**config.mk**
```make
export PLATFORM = sky130hd
export DESIGN_NAME = uart_tx_sched
export DESIGN_NICKNAME = d
export VERILOG_FILES = /design/src/rtl/uart_tx_sched.sv
export SDC_FILE = /design/constraint.sdc
export NUM_CORES = 1
export LEC_CHECK = 0
export BUFFER_PORTS_ARGS = -buffer_cell sky130_fd_sc_hd__buf_2
export CAP_MARGIN = 20
export CORE_MARGIN = 1
export CORE_UTILIZATION = 61
export DETAILED_ROUTE_END_ITERATION = 8
export HOLD_SLACK_MARGIN = 0.12
export MAX_ROUTING_LAYER = met4
export PLACE_DENSITY = 0.85
export RECOVER_POWER = 50
export SETUP_SLACK_MARGIN = 0.02
export SLEW_MARGIN = 20
export SYNTH_ARGS = -nofsm -noshare
export SYNTH_HDL_FRONTEND = slang
export SYNTH_SLANG_ARGS = --single-unit
```
**constraint.sdc**
```tcl
create_clock -name clk -period 4.3 [get_ports clk]
set_input_delay 0.215 -clock clk [delete_from_list [all_inputs] [get_ports clk]]
set_output_delay 0.215 -clock clk [all_outputs]
set_load 0.02 [all_outputs]
```
**src/rtl/uart_tx_sched.sv**
```systemverilog
`default_nettype none
// ----------------------------------------------------------------------------
// uart_tx_sched: round-robin, packet-locking scheduler feeding one uart_send
// Rev 1.0
// ----------------------------------------------------------------------------
module uart_tx_sched #(
  parameter int CLK_FREQ     = 50_000_000,
  parameter int UART_BPS     = 115200,
  parameter int GUARD_CYCLES = 16,
  parameter int LOCK_TIMEOUT = 65535
) (
  input  logic       clk,
  input  logic       rst_n,
  input  logic [7:0] a_data,
  input  logic       a_valid,
  input  logic       a_last,
  output logic       a_ready,
  input  logic [7:0] b_data,
  input  logic       b_valid,
  input  logic       b_last,
  output logic       b_ready,
  output logic [7:0] tx_data,
  output logic       tx_start,
  output logic [1:0] grant,
  output logic       busy
);

  localparam int BIT_CYC   = CLK_FREQ / UART_BPS;
  localparam int FRAME_CYC = 10 * BIT_CYC + GUARD_CYCLES;
  localparam int CNT_MAX   = (FRAME_CYC > LOCK_TIMEOUT) ? FRAME_CYC : LOCK_TIMEOUT;
  localparam int CNT_W     = $clog2(CNT_MAX + 1);

  localparam logic [CNT_W-1:0] FRAME_LOAD   = CNT_W'(FRAME_CYC - 1);
  localparam logic [CNT_W-1:0] TIMEOUT_LAST = CNT_W'(LOCK_TIMEOUT - 1);

  localparam logic [1:0] S_IDLE = 2'd0;
  localparam logic [1:0] S_SEND = 2'd1;
  localparam logic [1:0] S_WAIT = 2'd2;

  logic [1:0]       r_state;
  logic [1:0]       w_next_state;
  logic             r_lock;
  logic             r_lock_b;   // lock owner: 0 = A, 1 = B
  logic             r_ptr_b;    // round-robin priority: 0 = A, 1 = B
  logic [CNT_W-1:0] r_cnt;      // idle-lock counter in IDLE, frame counter in SEND/WAIT

  logic w_req_a, w_req_b, w_sel_a, w_sel_b;
  logic w_acc_a, w_acc_b, w_accept, w_acc_last, w_owner_valid;

  assign w_req_a       = a_valid && (!r_lock || !r_lock_b);
  assign w_req_b       = b_valid && (!r_lock ||  r_lock_b);
  assign w_sel_a       = w_req_a && (!w_req_b || !r_ptr_b);
  assign w_sel_b       = w_req_b && (!w_req_a ||  r_ptr_b);
  assign w_acc_a       = (r_state == S_IDLE) && w_sel_a;
  assign w_acc_b       = (r_state == S_IDLE) && w_sel_b;
  assign w_accept      = w_acc_a || w_acc_b;
  assign w_acc_last    = w_acc_a ? a_last : b_last;
  assign w_owner_valid = r_lock_b ? b_valid : a_valid;

  always_ff @(posedge clk) begin
    if (rst_n) r_state <= S_IDLE;
    else       r_state <= w_next_state;
  end

  always_comb begin
    w_next_state = S_IDLE;
    case (r_state)
      S_IDLE:  w_next_state = w_accept ? S_SEND : S_IDLE;
      S_SEND:  w_next_state = S_WAIT;
      S_WAIT:  w_next_state = (r_cnt == '0) ? S_IDLE : S_WAIT;
      default: w_next_state = S_IDLE;
    endcase
  end

  always_comb begin
    a_ready  = w_acc_a;
    b_ready  = w_acc_b;
    tx_start = (r_state == S_SEND);
    busy     = (r_state == S_SEND) || (r_state == S_WAIT);
  end

  always_ff @(posedge clk) begin
    if (rst_n) begin
      tx_data  <= 8'h00;
      grant    <= 2'b00;
      r_lock   <= 1'b0;
      r_lock_b <= 1'b0;
      r_ptr_b  <= 1'b0;
      r_cnt    <= '0;
    end else if (w_accept) begin
      tx_data <= w_acc_a ? a_data : b_data;
      grant   <= {w_acc_b, w_acc_a};
      r_cnt   <= '0;
      if (w_acc_last) begin
        r_lock  <= 1'b0;
        r_ptr_b <= w_acc_a;
      end else begin
        r_lock   <= 1'b1;
        r_lock_b <= w_acc_b;
      end
    end else if (r_state == S_SEND) begin
      r_cnt <= FRAME_LOAD;
    end else if (r_state == S_WAIT) begin
      if (r_cnt != '0) r_cnt <= r_cnt - 1'b1;
    end else if (r_lock && !w_owner_valid) begin
      // Abandoned packet: release the lock once the idle limit is reached
      if (r_cnt == TIMEOUT_LAST) begin
        r_lock  <= 1'b0;
        r_ptr_b <= !r_lock_b;
        r_cnt   <= '0;
      end else begin
        r_cnt <= r_cnt + 1'b1;
      end
    end else begin
      r_cnt <= '0;
    end
  end

endmodule
`default_nettype wire
```
==> results.toml, run 1 <==
[cts]
postCtsHoldBufs = 0
cts_resized = 0
cts_root_buffer = "clkbuf_4"
cts_sinks = 31
clk_pin_slew_ns = 0.12
post_cts_buffers = 0
clkLatencyLatePin_ns = 0.36
cts.path.max_buffers = 2
h-tree-depth = 2
cts_tree = "yes"
numCtsBuffers = 5

[sta]
finalHoldViolCount = 0
finalClockSkew_ns = 0.0154
worstMarginPinSlew_ns = 1.02
holdWs_ns = 0.125
finalCriticalPeriod_ns = 2.48
setup_viol = 0
slew_viol_final = 0
max_slew_margin = 0.311
tns_ns = 0
worst_slack_ns = 1.82
rsz0062_at_grt = "no"
post-route-period-util = 0.576
fmax_mhz = 404

[worst_setup_path]
crit_path_end_kind = "register"
path_common_cell = "inv_1"
slowest_stage = "ha_1"
crit_path_max_fanout = 19
worstPathArrival_ns = 2.78
critical_path.cell_chain = "inv_1, ha_1, inv_1, or4b_1, a21o_1, a21oi_1"
cp.buffers_inverters = 2
critPathMaxStageDelay_ns = 0.63
crit_family = "adder cells"
start_kind = "register"
worst_ep_required_time_ns = 4.60
worstSetupPathType = "reg2reg"

[synthesis]
synth_seq_area_share = 0.281
synthesis.nets = 288
synthArstFlopShare = 0
synthCells = 257
yosysWarnings = 0
netlist_area_sq_mm = 0.00221
synth.avg_cell_area_sq_um = 8.59
ys_dominant_reg_cell = "dfxtp_1"
synth_cell_types = 59
yosys_register_bits = 31
synth_edf_count = 0

[run_status]
status = "completed"

[placed_design]
routabilityCongestion = 1.02
numPortBuffers = 35
placed_area_sq_mm = 0.00226
dp_hpwl_um = 3890
dpl_worst_slack_ns = 1.89

[route]
via_per_inst = 6.42
wl_per_cell_um = 16.1
drtIter0Drc = 275
drc = 0
dr.pass1.iters = 5
vias = 2099
routed_wl_um = 5280
ant_nets = 0

[grt]
antenna_found_initial = 0
grt_first_pass_wirelength_um = 9190
grt_pass1_vias = 1946
grt_max_degree = 23
gr-usage-all-layers = 0.305
grt-ovfl-total = 0

[finish]
mostFrequentLayoutCell = "nor2_1"
final_nets = 311
multiInputGateArea_sq_mm = 0.00138
final_core_util = 0.681
regArea_sq_um = 621
synthToLayoutAreaGrowth_pct = 4.53
fillers = 280
drive_gt1_frac = 0.167
design_area_sq_mm = 0.00231
mostFrequentLayoutCells = "33 x nor2_1, 31 x dfxtp_1, 23 x buf_2"
diodes = 0

[floorplanning]
die_y_um = 62.2
initial_core_util = 0.652
die_w_um = 62.2
io_pins = 36
std_cell_rows = 21
core-area_sq_mm = 0.00339
die-area_sq_mm = 0.00387

[pwr]
p_per_area_mw_per_mm2 = 365
leakage_nw = 0.893
vdd_drop_max_mv = 0.267

[hold_path]
hp-class = "in2reg"

[flow_run]
cap_violations = 0
-- routing by layer --
metal  global-route usage  vias up  share of wire
met5                    -        -              0
li1                     -      991              -
met2                0.451      124           0.46
met4                0.128        0          0.026
met3               0.0772       24          0.074
met1                0.394      960           0.44
-- path summary, 6_finish.rpt --
check	slack, ns	depth (start not counted)	endpoint	startpoint
setup / recovery	1.82	6	r_cnt[11]$_SDFFE_PP0P_	r_state[0]$_SDFF_PP0_
hold / removal	0.13	4	r_lock_b$_SDFFE_PP0P_	b_last
setup reg to reg	1.82	6	r_cnt[11]$_SDFFE_PP0P_	r_state[0]$_SDFF_PP0_
hold reg to reg	0.48	2	grant[0]$_SDFFE_PP0P_	grant[0]$_SDFFE_PP0P_
-- Yosys cell counts, drive strengths merged, types with 3 or more instances --
library cell / instances / share of area
and3: 4 / 0.011
nand3: 10 / 0.023
dfxtp: 31 / 0.28
nand2b: 4 / 0.011
clkbuf: 10 / 0.040
a211oi: 12 / 0.043
nor4: 13 / 0.066
o21ai: 9 / 0.020
nand4: 10 / 0.031
ha: 9 / 0.051
a31oi: 3 / 0.0085
nand2: 19 / 0.032
and2: 3 / 0.0085
nor3b: 3 / 0.010
a21oi: 13 / 0.031
inv: 10 / 0.017
buf: 9 / 0.040
nor2: 33 / 0.056
xor2: 8 / 0.032
mux2i: 11 / 0.050
-- final cells by class --
type / count / area share
clock buffers: 5 / 0.0163
clock inverters: 3 / 0.00867
inverters: 10 / 0.0163
multi-input cells: 197 / 0.596
flip-flops and latches: 31 / 0.269
well taps: 46 / 0.0249
repair buffers: 35 / 0.0694
-- flip-flops by register name, summed over array words and instances, names as in the netlist --
| name | count |
|---|---|
| r_lock_b | 1 |
| grant | 2 |
| r_state | 2 |
| tx_data | 8 |
| r_cnt | 16 |
| r_ptr_b | 1 |
| r_lock | 1 |
-- cells by family (layout without fill, tap and decap cells) --
| family | Yosys count | in the layout | share of synthesized area |
|---|---|---|---|
| AOI/OAI and AO/OA | 54 | 54 | 0.173 |
| DFF | 31 | 31 | 0.281 |
| xor gates and xnor gates | 10 | 10 | 0.0397 |
| buffers and inverters | 29 | 53 | 0.0969 |
| muxes | 13 | 13 | 0.0618 |
| and+or+nand+nor | 111 | 111 | 0.296 |
| adders and majority gates | 9 | 9 | 0.0510 |
-- worst register-to-register path, cell delays in order, from the launching register on --
cell	delay, ns
dfxtp_1	0.36
inv_1	0.14
ha_1	0.63
inv_1	0.39
or4b_1	0.61
a21o_1	0.17
a21oi_1	0.11
-- power by group --
group / switching [mW] / total [mW] / leakage, nW / internal, mW
clock network: 0.118 / 0.180 / 0.0272 / 0.0623
logic: 0.194 / 0.313 / 0.612 / 0.119
registers: 0.0314 / 0.348 / 0.253 / 0.317
-- metrics by stage --
step | total power, mW | cells
floorplan | 0.590 | 257
global placement | 0.653 | 319
detailed placement | 0.661 | 319
CTS | 0.834 | 327
global route | 0.885 | 327
finish | 0.842 | 327
Note: power is estimated with default switching activity, not from simulation.
==> run 2, diff against run 1 <==
--- a/config.mk
+++ b/config.mk
@@ -8,11 +8,11 @@
 export BUFFER_PORTS_ARGS = -buffer_cell sky130_fd_sc_hd__buf_2
 export CAP_MARGIN = 20
 export CORE_MARGIN = 1
-export CORE_UTILIZATION = 61
+export CORE_UTILIZATION = 57
 export DETAILED_ROUTE_END_ITERATION = 8
 export HOLD_SLACK_MARGIN = 0.12
 export MAX_ROUTING_LAYER = met4
-export PLACE_DENSITY = 0.85
+export PLACE_DENSITY = 0.8
 export RECOVER_POWER = 50
 export SETUP_SLACK_MARGIN = 0.02
 export SLEW_MARGIN = 20
==> constraint.sdc (replaced) <==
create_clock -name clk -period 2.5 [get_ports clk]
set_input_delay 0.125 -clock clk [delete_from_list [all_inputs] [get_ports clk]]
set_output_delay 0.125 -clock clk [all_outputs]
set_load 0.02 [all_outputs]
==> run 2 against run 1 <==
Compared with the run above: clock power increased to 2.9 times the previous value; sequential cell count unchanged; sequential share of layout area shrank 1.5 points; critical path type is now reg2out; critical endpoint is now b_ready; largest cell class unchanged; largest power group unchanged.
==> results.toml, run 2 (synthesis gave the netlist of run 1 again) <==
[route]
drc = 0
via_per_inst = 6.11
wl_per_cell_um = 15.0
vias = 2071
ant_nets = 0
routed_wl_um = 5100
drtIter0Drc = 195
dr.pass1.iters = 4

[worst_setup_path]
worst_ep_required_time_ns = 2.38
crit_path_max_fanout = 14
start_kind = "register"
worstSetupPathType = "reg2out"
worstPathArrival_ns = 2.16
crit_path_end_kind = "primary output"
worstRegToRegCells = 6

[pwr]
p_per_area_mw_per_mm2 = 678
leakage_nw = 0.970
vdd_drop_max_mv = 0.468
finalPower_mw = 1.66

[cts]
cts_root_buffer = "clkbuf_8"
numCtsBuffers = 5
postCtsHoldBufs = 3
cts.path.max_buffers = 2
cts_tree = "yes"
h-tree-depth = 2
cts_resized = 0
post_cts_buffers = 0
clkLatencyLatePin_ns = 0.29
cts_sinks = 31
clk_pin_slew_ns = 0.07

[placed_design]
numPortBuffers = 35
routabilityCongestion = 0.942
dp_hpwl_um = 3650

[floorplanning]
std_cell_rows = 22
initial_core_util = 0.599
die_y_um = 64.2
die-area_sq_mm = 0.00413
io_pins = 36
core-area_sq_mm = 0.00369
die_w_um = 64.2

[finish]
largest_reg_flops = 16
top_regs = "r_cnt (16), tx_data (8)"
mostFrequentLayoutCells = "33 x nor2_1, 31 x dfxtp_1, 23 x buf_2"
drive_gt1_frac = 0.182
synthToLayoutAreaGrowth_pct = 10.7
mostFrequentLayoutCell = "nor2_1"
final_nets = 321
diodes = 0
regMostFlops = "r_cnt"

[sta]
max_slew_margin = 0.479
tns_ns = 0
slew_viol_final = 0
finalHoldViolCount = 0
worstMarginPinSlew_ns = 0.782
rsz0062_at_grt = "no"
fmax_mhz = 438
setup_viol = 0
finalCriticalPeriod_ns = 2.28
finalClockSkew_ns = 0.00513
post-route-period-util = 0.913

[flow_run]
cap_violations = 0

[run_status]
status = "completed"

[hold_path]
min_path_cells = 3
hp-class = "in2reg"

[grt]
grt_first_pass_wirelength_um = 8420
gr-usage-all-layers = 0.269
antenna_found_initial = 0
grt-ovfl-total = 0
grt_max_degree = 23
grt_pass1_vias = 1773
[run 2: cell types whose count changed in the layout (fill, tap and decap cells not counted)]
cell           previous run  this run
buf_4                     0         6
clkbuf_8                  0         6
clkbuf_4                  5         0
dlygate4sd3_1             0         3
clkinvlp_4                2         0
a211oi_1                 11        12
a211oi_4                  1         0
bufinv_16                 0         1
clkbuf_1                 12        13
nor4_1                    8         7
nor4_2                    2         3
[run 2: metal layers]
metal  track usage  up-vias  routed length (um)
met3        0.0554       11                 393
li1              -     1004                   -
met2         0.389      107                2320
met5             -        -                   0
met1         0.367      949                2290
met4        0.0972        0                  93
[run 2: critical path, stage by stage (launching register included)]
cell,delay (ns)
dfxtp_1,0.34
inv_1,0.15
ha_1,0.21
nand2_1,0.06
a211oi_1,0.19
clkbuf_1,0.62
buf_2,0.29
[run 2: path summary, 6_finish.rpt]
kind / start / to / slack, ns
max: r_state[0]$_SDFF_PP0_ / b_ready / 0.22
min: a_data[1] / tx_data[1]$_SDFFE_PP0P_ / 0.13
max reg2reg: r_state[0]$_SDFF_PP0_ / r_cnt[9]$_SDFFE_PP0P_ / 0.22
min reg2reg: grant[0]$_SDFFE_PP0P_ / grant[0]$_SDFFE_PP0P_ / 0.49
[run 2: cell type report]
cell class	instances	area, sq um
fillers	308	1240
inverters	10	37.5
clock inverters	2	35.0
multi-input cells	197	1370
well taps	48	60.1
repair buffers	45	239
clock buffers	6	82.6
flip-flops and latches	31	621
[run 2: per-stage QoR]
step                instance area [sq um]  cells   util  setup WS, ns  hold slack (ns)
floorplan                            2210    257      -         0.715            0.296
global placement                     2320    328  0.629         0.206            0.394
detailed placement                   2320    328  0.629         0.249            0.397
CTS                                  2470    339  0.669         0.213            0.124
global route                         2440    339  0.662        0.0624            0.124
finish                               2440    339  0.662         0.216            0.125
[run 2: report_power, final]
group / leakage, nW / internal, mW / switching [mW]
Clock: 0.0612 / 0.322 / 0.198
Combinational: 0.655 / 0.217 / 0.323
Sequential: 0.253 / 0.545 / 0.0514
Total: 0.970 / 1.08 / 0.573
